## config.mk

```make
export PLATFORM = sky130hd
export DESIGN_NAME = cam_stream_gen
export DESIGN_NICKNAME = d
export VERILOG_FILES = /design/src/rtl/cam_stream_gen_pkg.sv /design/src/rtl/cam_stream_gen_timing.sv /design/src/rtl/cam_stream_gen.sv
export SDC_FILE = /design/constraint.sdc
export NUM_CORES = 1
export LEC_CHECK = 0
export ABC_AREA = 1
export BUFFER_PORTS_ARGS = -buffer_cell sky130_fd_sc_hd__clkbuf_2
export CAP_MARGIN = 20
export CORE_MARGIN = 4
export CORE_UTILIZATION = 40
export CTS_CLUSTER_SIZE = 10
export DETAILED_ROUTE_END_ITERATION = 10
export PLACE_DENSITY = 0.65
export SYNTH_ARGS = -nofsm -noshare
export SYNTH_HDL_FRONTEND = slang
export SYNTH_SLANG_ARGS = --single-unit
```

## constraint.sdc

```tcl
create_clock -name pclk -period 4.4 [get_ports pclk]
set_input_delay 0.66 -clock pclk [delete_from_list [all_inputs] [get_ports pclk]]
set_output_delay 0.66 -clock pclk [all_outputs]
set_load 0.02 [all_outputs]
```

## src/rtl/cam_stream_gen_pkg.sv

```systemverilog
// Shared definitions for the camera stream generator: default timing, state
// encoding, latched blob configuration and the blob span test.
package cam_stream_gen_pkg;

    localparam int unsigned DEF_H_ACTIVE    = 8;
    localparam int unsigned DEF_V_ACTIVE    = 4;
    localparam int unsigned DEF_H_BLANK     = 4;
    localparam int unsigned DEF_VSYNC_LINES = 1;
    localparam int unsigned DEF_V_BACK      = 1;
    localparam int unsigned DEF_V_FRONT     = 1;

    localparam int unsigned CNT_W   = 16;
    localparam int unsigned COORD_W = 9;
    localparam int unsigned PIX_W   = 16;
    localparam int unsigned BYTE_W  = 8;

    typedef enum logic [2:0] {
        ST_IDLE   = 3'd0,
        ST_VSYNC  = 3'd1,
        ST_VBACK  = 3'd2,
        ST_ACTIVE = 3'd3,
        ST_VFRONT = 3'd4
    } cam_state_t;

    typedef struct packed {
        logic [BYTE_W-1:0] x;
        logic [BYTE_W-1:0] w;
        logic [BYTE_W-1:0] y;
        logic [BYTE_W-1:0] h;
        logic [PIX_W-1:0]  fg;
        logic [PIX_W-1:0]  bg;
    } blob_cfg_t;

    function automatic int unsigned line_clks(int unsigned h_active, int unsigned h_blank);
        return 2 * h_active + h_blank;
    endfunction

    // start <= pos < start+len evaluated one bit wider so the end never wraps
    function automatic logic in_span(logic [BYTE_W-1:0] start, logic [BYTE_W-1:0] len,
                                     logic [COORD_W-1:0] pos);
        logic [COORD_W-1:0] lo;
        logic [COORD_W-1:0] hi;
        lo = COORD_W'(start);
        hi = COORD_W'(start) + COORD_W'(len);
        return (pos >= lo) && (pos < hi);
    endfunction

endpackage

```

## src/rtl/cam_stream_gen_timing.sv

```systemverilog
// Byte and line counters for the current FSM period, with end-of-line and
// end-of-period strobes plus the counter values for the next cycle.
module cam_stream_gen_timing
    import cam_stream_gen_pkg::*;
#(
    parameter int unsigned LINE_CLKS = line_clks(DEF_H_ACTIVE, DEF_H_BLANK)
) (
    input  logic             pclk,
    input  logic             reset,
    input  logic             clr,
    input  logic [CNT_W-1:0] period_lines,
    output logic             eol_c,
    output logic             eop_c,
    output logic [CNT_W-1:0] byte_nxt_c,
    output logic [CNT_W-1:0] line_nxt_c
);

    logic [CNT_W-1:0] byte_cnt;
    logic [CNT_W-1:0] line_cnt;

    // Counters restart on every period boundary so each state sees line 0 byte 0 first
    always_comb begin
        eol_c      = (byte_cnt == CNT_W'(LINE_CLKS - 1));
        eop_c      = eol_c && (line_cnt == (period_lines - CNT_W'(1)));
        byte_nxt_c = byte_cnt + CNT_W'(1);
        line_nxt_c = line_cnt;
        if (clr || eol_c) begin
            byte_nxt_c = '0;
        end
        if (clr || eop_c) begin
            line_nxt_c = '0;
        end else if (eol_c) begin
            line_nxt_c = line_cnt + CNT_W'(1);
        end
    end

    always_ff @(posedge pclk or posedge reset) begin
        if (reset) begin
            byte_cnt <= '0;
            line_cnt <= '0;
        end else begin
            byte_cnt <= byte_nxt_c;
            line_cnt <= line_nxt_c;
        end
    end

endmodule

```

## src/rtl/cam_stream_gen.sv

```systemverilog
// Synthetic camera source: emits vsync/href framed RGB565 byte stream with a
// rectangular foreground blob over a flat background.
module cam_stream_gen
    import cam_stream_gen_pkg::*;
#(
    parameter int unsigned H_ACTIVE    = DEF_H_ACTIVE,
    parameter int unsigned V_ACTIVE    = DEF_V_ACTIVE,
    parameter int unsigned H_BLANK     = DEF_H_BLANK,
    parameter int unsigned VSYNC_LINES = DEF_VSYNC_LINES,
    parameter int unsigned V_BACK      = DEF_V_BACK,
    parameter int unsigned V_FRONT     = DEF_V_FRONT
) (
    input  logic        pclk,
    input  logic        reset,
    input  logic        enable,
    input  logic [7:0]  blobX,
    input  logic [7:0]  blobW,
    input  logic [7:0]  blobY,
    input  logic [7:0]  blobH,
    input  logic [15:0] fgColor,
    input  logic [15:0] bgColor,
    output logic        href,
    output logic        vsync,
    output logic [7:0]  camData,
    output logic        frameDone,
    output logic [15:0] frameCount,
    output logic        busy
);

    localparam int unsigned LINE_CLKS = line_clks(H_ACTIVE, H_BLANK);
    localparam int unsigned HREF_CLKS = 2 * H_ACTIVE;

    cam_state_t        state;
    cam_state_t        state_nxt;
    blob_cfg_t         cfg;
    logic [CNT_W-1:0]  period_lines;
    logic              eol;
    logic              eop;
    logic [CNT_W-1:0]  byte_nxt;
    logic [CNT_W-1:0]  line_nxt;
    logic              href_d;
    logic              vsync_d;
    logic              done_d;
    logic [BYTE_W-1:0] data_d;
    logic [COORD_W-1:0] px;
    logic [COORD_W-1:0] py;
    logic              in_blob;
    logic [PIX_W-1:0]  color;

    cam_stream_gen_timing #(
        .LINE_CLKS (LINE_CLKS)
    ) u_timing (
        .pclk         (pclk),
        .reset        (reset),
        .clr          (state == ST_IDLE),
        .period_lines (period_lines),
        .eol_c        (eol),
        .eop_c        (eop),
        .byte_nxt_c   (byte_nxt),
        .line_nxt_c   (line_nxt)
    );

    // Length of the current state in line periods
    always_comb begin
        period_lines = CNT_W'(1);
        case (state)
            ST_VSYNC:  period_lines = CNT_W'(VSYNC_LINES);
            ST_VBACK:  period_lines = CNT_W'(V_BACK);
            ST_ACTIVE: period_lines = CNT_W'(V_ACTIVE);
            ST_VFRONT: period_lines = CNT_W'(V_FRONT);
            default:   period_lines = CNT_W'(1);
        endcase
    end

    // Pixel coordinate of the byte about to be registered onto camData
    always_comb begin
        px      = COORD_W'(byte_nxt >> 1);
        py      = COORD_W'(line_nxt);
        in_blob = in_span(cfg.x, cfg.w, px) && in_span(cfg.y, cfg.h, py);
        color   = in_blob ? cfg.fg : cfg.bg;
    end

    // Next state plus next-cycle output values, so outputs line up with the state they describe
    always_comb begin
        state_nxt = state;
        href_d    = 1'b0;
        vsync_d   = 1'b0;
        done_d    = 1'b0;
        data_d    = '0;
        case (state)
            ST_IDLE:   if (enable) state_nxt = ST_VSYNC;
            ST_VSYNC:  if (eop) state_nxt = ST_VBACK;
            ST_VBACK:  if (eop) state_nxt = ST_ACTIVE;
            ST_ACTIVE: if (eop) state_nxt = ST_VFRONT;
            ST_VFRONT: if (eop) state_nxt = enable ? ST_VSYNC : ST_IDLE;
            default:   state_nxt = ST_IDLE;
        endcase
        vsync_d = (state_nxt == ST_VSYNC);
        href_d  = (state_nxt == ST_ACTIVE) && (byte_nxt < CNT_W'(HREF_CLKS));
        if (href_d) begin
            data_d = byte_nxt[0] ? color[7:0] : color[15:8];
        end
        done_d  = (state_nxt == ST_VFRONT) &&
                  (byte_nxt == CNT_W'(LINE_CLKS - 1)) &&
                  (line_nxt == CNT_W'(V_FRONT - 1));
    end

    always_ff @(posedge pclk or posedge reset) begin
        if (reset) begin
            state <= ST_IDLE;
        end else begin
            state <= state_nxt;
        end
    end

    // Blob settings are frozen for the whole frame at vsync entry
    always_ff @(posedge pclk or posedge reset) begin
        if (reset) begin
            cfg <= '0;
        end else if ((state_nxt == ST_VSYNC) && (state != ST_VSYNC)) begin
            cfg <= '{x: blobX, w: blobW, y: blobY, h: blobH, fg: fgColor, bg: bgColor};
        end
    end

    always_ff @(posedge pclk or posedge reset) begin
        if (reset) begin
            href       <= 1'b0;
            vsync      <= 1'b0;
            camData    <= '0;
            frameDone  <= 1'b0;
            frameCount <= '0;
            busy       <= 1'b0;
        end else begin
            href      <= href_d;
            vsync     <= vsync_d;
            camData   <= data_d;
            frameDone <= done_d;
            busy      <= (state_nxt != ST_IDLE);
            if (done_d) begin
                frameCount <= frameCount + 16'd1;
            end
        end
    end

endmodule
```

# Word level (Yosys, flattened, before mapping)

Cells that the tools add are included.

Add/subtract/negate cells: 6
Magnitude comparators: 5
Equal/unequal tests: 11
Muxes and demuxes: 14
Reduce and logical (&&, ||, !) cells: 13

Operators by type and width:

| operator              | number |
|---|---|
| $mux 16               | 4 |
| $add 16x1->16 const B | 3 |
| $eq 16x5->1 const B   | 2 |
| $add 8x8->9           | 2 |
| $ge 9x8->1            | 2 |
| $lt 9x9->1            | 2 |
| $mux 3                | 6 |
| $eq 16x16->1          | 1 |
| $logic_not 16->1      | 1 |
| $lt 16x5->1 const B   | 1 |
| $mux 8                | 2 |
| $pmux 3 s5            | 1 |
| $eq 3x2->1 const B    | 3 |
| $logic_and 1x1->1     | 8 |
| $eq 3x1->1 const B    | 2 |
| $eq 3x3->1 const B    | 2 |
| $sub 3x1->4 const B   | 1 |
| $logic_not 3->1       | 1 |
| $ne 3x1->1 const B    | 1 |
| $reduce_bool 3->1     | 1 |
| $logic_or 1x1->1      | 2 |
| $mux 1                | 1 |

Flip-flop bits (word level): 127
Input bits: 67
Output and inout bits: 28
Logic and storage cells: 64

# Longest topological paths before layout

Word-level depth: 13
Depth in mapped cells: 25
Depth with buffers taken out: 23

# Hierarchy

From an unflattened synthesis, not the netlist that was laid out.

Cell total of the unflattened synthesis: 1099
Area total of the unflattened synthesis: 8293.0 µm²

By module, submodules not included:

| module                | times used | cells each | area each (µm²) | sequential area each (µm²) |
|---|---|---|---|---|
| cam_stream_gen        | 1          | 715        | 5719.2          | 2377.3 |
| cam_stream_gen_timing | 1          | 384        | 2573.7          | 800.8 |

# Worst setup path after synthesis

OpenSTA, ideal clock, no wires.

Path type: reg-to-reg
Start point: reg cfg[40] in the netlist's numbering
End point: reg camData[5]
Setup time: 130 ps
Arrival time: 3134 ps
Data required time: 4270 ps
Path slack: 1136 ps
Stages on the path, launching flop included: 19
Path buffers: 1
Period minus slack after synthesis: 3264 ps
Cell sequence: dfrtp_1 ha_1 fa_1 nand3_1 nand2_1 a21oi_1 o21ai_0 a21o_1 a21oi_1 ha_1 a21oi_1 o21ai_0 a211oi_1 o21ai_1 a21oi_2 clkbuf_1 nand4_1 nand3_1 a21oi_1

Cells in the longest elaborated chain, start to end: 7
Elaborated cells on any way between the ends: 8
Classes of those cells: 1 x add/sub; 2 x order compare; 3 x mux; 2 x reduce/logical

RTL lines:

| what                   | line                     | source |
|---|---|---|
| start, declared        | cam_stream_gen.sv:35     | `blob_cfg_t cfg;` |
| start signal, assigned | cam_stream_gen.sv:121    | `cfg <= '{x: blobX, w: blobW, y: blobY, h: blobH, fg: fgColor, bg: bgColor};` |
| $add 8x8->9            | cam_stream_gen_pkg.sv:44 | `hi = COORD_W'(start) + COORD_W'(len);` |
| $lt 9x9->1             | cam_stream_gen_pkg.sv:45 | `return (pos >= lo) && (pos < hi);` |
| $logic_and 1x1->1 *    | cam_stream_gen_pkg.sv:45 |  |
| $logic_and 1x1->1 *    | cam_stream_gen.sv:79     | `in_blob = in_span(cfg.x, cfg.w, px) && in_span(cfg.y, cfg.h, py);` |
| $mux 16 *              | cam_stream_gen.sv:80     | `color = in_blob ? cfg.fg : cfg.bg;` |
| $mux 8 *               | cam_stream_gen.sv:101    | `data_d = byte_nxt[0] ? color[7:0] : color[15:8];` |
| $mux 8 *               | cam_stream_gen.sv:100    | `if (href_d) begin` |
| net data_d[5]          | cam_stream_gen.sv:44     | `logic [BYTE_W-1:0] data_d;` |
| end signal, assigned   | cam_stream_gen.sv:136    | `camData <= data_d;` |
| end, declared          | cam_stream_gen.sv:24     | `output logic [7:0] camData,` |

The timed path passes the listed nets; every way through them passes the cells marked *.
A chain may end at the register's enable or synchronous reset.

# Worst setup path in the final report

Start point: reg u_timing.byte_cnt[0]
End point: reg camData[0]

Cells in the longest elaborated chain, start to end: 10
Elaborated cells on any way between the ends: 26
Classes of those cells: 1 x add/sub; 5 x order compare; 2 x eq/ne; 11 x mux; 7 x reduce/logical

RTL lines:

| what                                     | line                        | source |
|---|---|---|
| start, declared                          | cam_stream_gen_timing.sv:18 | `logic [CNT_W-1:0] byte_cnt;` |
| start signal, assigned                   | cam_stream_gen_timing.sv:42 | `byte_cnt <= byte_nxt_c;` |
| $eq 16x5->1 *                            | cam_stream_gen_timing.sv:23 | `eol_c = (byte_cnt == CNT_W'(LINE_CLKS - 1));` |
| $logic_and 1x1->1                        | cam_stream_gen_timing.sv:24 | `eop_c = eol_c && (line_cnt == (period_lines - CNT_W'(1)));` |
| $logic_or 1x1->1                         | cam_stream_gen_timing.sv:30 | `if (clr \|\| eop_c) begin` |
| $mux 16 *                                | cam_stream_gen_timing.sv:30 |  |
| net line_nxt[2]                          | cam_stream_gen.sv:40        | `logic [CNT_W-1:0] line_nxt;` |
| $ge 9x8->1 or $lt 9x9->1 (tied branches) | cam_stream_gen_pkg.sv:45    |  |
| $logic_and 1x1->1 *                      | cam_stream_gen_pkg.sv:45    |  |
| $logic_and 1x1->1 *                      | cam_stream_gen.sv:79        |  |
| $mux 16 *                                | cam_stream_gen.sv:80        |  |
| $mux 8 *                                 | cam_stream_gen.sv:101       |  |
| $mux 8 *                                 | cam_stream_gen.sv:100       |  |
| net data_d[0]                            | cam_stream_gen.sv:44        |  |

Marks and branches as above.

==> impl_metrics.json <==
{
  "netlist_instances": 976,
  "crit_fanout": 17,
  "coreArea_sq_um": 18800,
  "cts_resized": 0,
  "rsz0062_at_grt": "false",
  "total_power_w": 0.00257,
  "seq_area_frac_synth_pct": 41.2,
  "grt_pass1_wl_mm": 31.9,
  "synthFlopType": "dfrtp_1",
  "tns_ps": 0,
  "clk_path_buf_depth": 2,
  "ys_warn_count": 0,
  "synth-async-reset-ratio_pct": 100,
  "worst_pin_slew_ps": 796,
  "fin_cells": 1347,
  "nNetsFinal": 1193,
  "max_slew_margin_pct": 46.7,
  "dp.final_hpwl_mm": 13.9,
  "die_x_um": 147,
  "cp-end-kind": "flop",
  "cp.arrival_ps": 4000,
  "synthToLayoutAreaGrowth_pct": 17.4,
  "diodes": 0,
  "start_util_pct": 41.0,
  "grt_overflow": 0,
  "fin_skew_ps": 19.9,
  "drt-initial-drc-count": 303,
  "holdCritPathClass": "primary input to asynchronous set/reset pin",
  "routabilityCongestion": 0.852,
  "p_leak_nw": 4.99,
  "multiInputGateArea_sq_um": 3890,
  "grt_pass1_vias": 6677,
  "fmax_mhz": 273,
  "clk_latency_ps": 430,
  "syn_area_sq_um": 7720,
  "synth_area_leaders": "dfrtp_1 41%, nand2_1 8.8%, ha_1 7.9%",
  "portBuffers": 94,
  "ant_nets": 0,
  "wl_per_cell_um": 13.8,
  "hold_viol": 0,
  "cp.required_ps": 4740,
  "route.detailed.drc": 0,
  "cap_violations": 0,
  "die_y_um": 147,
  "regArea_sq_um": 3180,
  "nFillCells": 1806,
  "ir_worst_vdd_mv": 0.267,
  "syn_area_per_cell_sq_um": 7.91,
  "finalMaxSlewViolations": 0,
  "antenna_found_initial": 0,
  "syn_nets": 1094,
  "synthDistinctLibCells": 39,
  "final_layout_size_suffix_gt1_share_pct": 16.7,
  "cts-htree-levels": 4,
  "placed_cell_area_sq_um": 8500,
  "ys_seq_elements": 127,
  "post-route-period-util_pct": 83.1,
  "final_cell_mix": "181 x nand2_1, 143 x inv_1, 127 x dfrtp_1, 116 x nor2_1, 94 x clkbuf_2",
  "final_area_sq_um": 9060,
  "clk_pin_slew_ps": 60,
  "wl_mm": 18.5,
  "postCtsHoldBufs": 0,
  "grt_max_degree": 111,
  "postCtsSetupRepairBufs": 0,
  "criticalPathCategory": "flop to flop",
  "synth.top_cell.area_share_pct": 41.2,
  "grt_usage_pct": 17.9,
  "synth_edf_count": 0,
  "status": "finished, final reports clean",
  "start_kind": "flop",
  "routed_via_density": 4.87,
  "fin_crit_ps": 3660,
  "cts_inserted_buffers": 17,
  "root_buffer": "clkbuf_16",
  "fin_hold_ws_ps": 375,
  "yosys.area.top_type": "dfrtp_1",
  "num_rows": 50,
  "dr.pass1.iters": 6,
  "ios": 95,
  "dieArea_sq_um": 21600,
  "setup_viol": 0,
  "final_common_cell": "nand2_1",
  "dp_cells": 1316,
  "clock-sinks": 127,
  "num_vias": 6557,
  "cts_tree": "done",
  "powerDensity_nw_per_um2": 284
}
critical path, stage by stage (launching register included):
cell and delay (ps):
dfrtp_1 420, ha_1 260, inv_2 60, nor2_2 30
nand2_1 120, nor2_4 60, nand3_1 100, nor2_1 50
nor2_1 440, buf_4 240, nand2_1 50, inv_1 130
ha_1 260, a21oi_1 140, nand3_1 90, nand2_1 60
nand2_1 80, nand2_2 260, nand3_2 340, nand2_1 160
nand3_1 80, a21oi_1 150
registers in the layout (all words and copies together) (netlist names):
| signal | flops |
|---|---|
| state | 3 |
| vsync | 1 |
| href | 1 |
| busy | 1 |
| u_timing.line_cnt | 16 |
| frameCount | 16 |
| u_timing.byte_cnt | 16 |
| frameDone | 1 |
| cfg | 64 |
| camData | 8 |
per-layer routing:
layer / vias to the layer above / track usage, % / share of wire, %
met4: 0 / 5.59 / 2.0
met1: 3016 / 24.0 / 47
met2: 141 / 29.3 / 47
met5: - / 0 / 0
met3: 29 / 3.58 / 4.1
li1: 3371 / - / -
where the power goes:
group          total [W]  leakage, nW  internal (W)  switching, W
sequential       0.00117         1.46       0.00117             0
combinational  0.0000547         3.25     0.0000226     0.0000322
clock            0.00135        0.276      0.000783      0.000563
total            0.00257         4.99       0.00197      0.000595
cells in the mapped netlist (3+ instances only):
cell type    n
mux2_2      18
nand2_1    181
xnor2_1     13
ha_1        49
nand2_4      3
nand3b_1     5
buf_1        3
a21o_1       3
o21ai_1      4
nor4_1      10
o21ai_0     15
dfrtp_1    127
nand3_1     71
nand4_1     32
nor3_1      18
inv_2        6
inv_1      144
a21oi_1     80
nor2_4       4
nor2_2       5
clkbuf_1    11
xor2_1      25
o21bai_1     4
buf_2        5
nor2_1     116
o21a_1       3
through the flow:
step	utilization [%]	setup WS (ps)
after CTS	48.1	686
after detailed placement	45.1	775
after floorplan	-	356
final	48.1	742
after global placement	45.1	911
after global routing	48.1	272
cell type report:
| class | count | share of cell area, % |
|---|---|---|
| clock buffers | 17 | 4.70 |
| clock inverters | 14 | 1.48 |
| inverters | 150 | 6.24 |
| multi-input cells | 677 | 42.9 |
| flip-flops and latches | 127 | 35.1 |
| well taps | 260 | 3.59 |
| repair buffers | 102 | 5.99 |
logic make-up after synthesis:
logic type / Yosys count / share of synthesized area, %
XOR/XNOR: 38 / 4.31
buffers and inverters: 172 / 8.64
adder cells (fa/ha/maj): 51 / 8.46
multiplexers: 18 / 2.63
AO/OA/AOI/OAI: 117 / 8.20
AND/OR/NAND/NOR: 453 / 26.6
flip-flops: 127 / 41.2
path summary, 6_finish.rpt:
path | end | startpoint | depth (start not counted) | slack, ps
max reg2reg | camData[0]$_DFF_PP0_ | u_timing.byte_cnt[0]$_DFF_PP0_ | 21 | 740
max in group asynchronous | cfg[39]$_DFFE_PP0P_ | reset | 3 | 3150
min | cfg[21]$_DFFE_PP0P_ | reset | 2 | 370
min reg2reg | frameCount[4]$_DFFE_PP0P_ | frameCount[4]$_DFFE_PP0P_ | 2 | 500
max | camData[0]$_DFF_PP0_ | u_timing.byte_cnt[0]$_DFF_PP0_ | 21 | 740
min in group pclk | cfg[50]$_DFFE_PP0P_ | blobW[2] | 2 | 470
No activity file was read; power rests on OpenSTA's default activity.
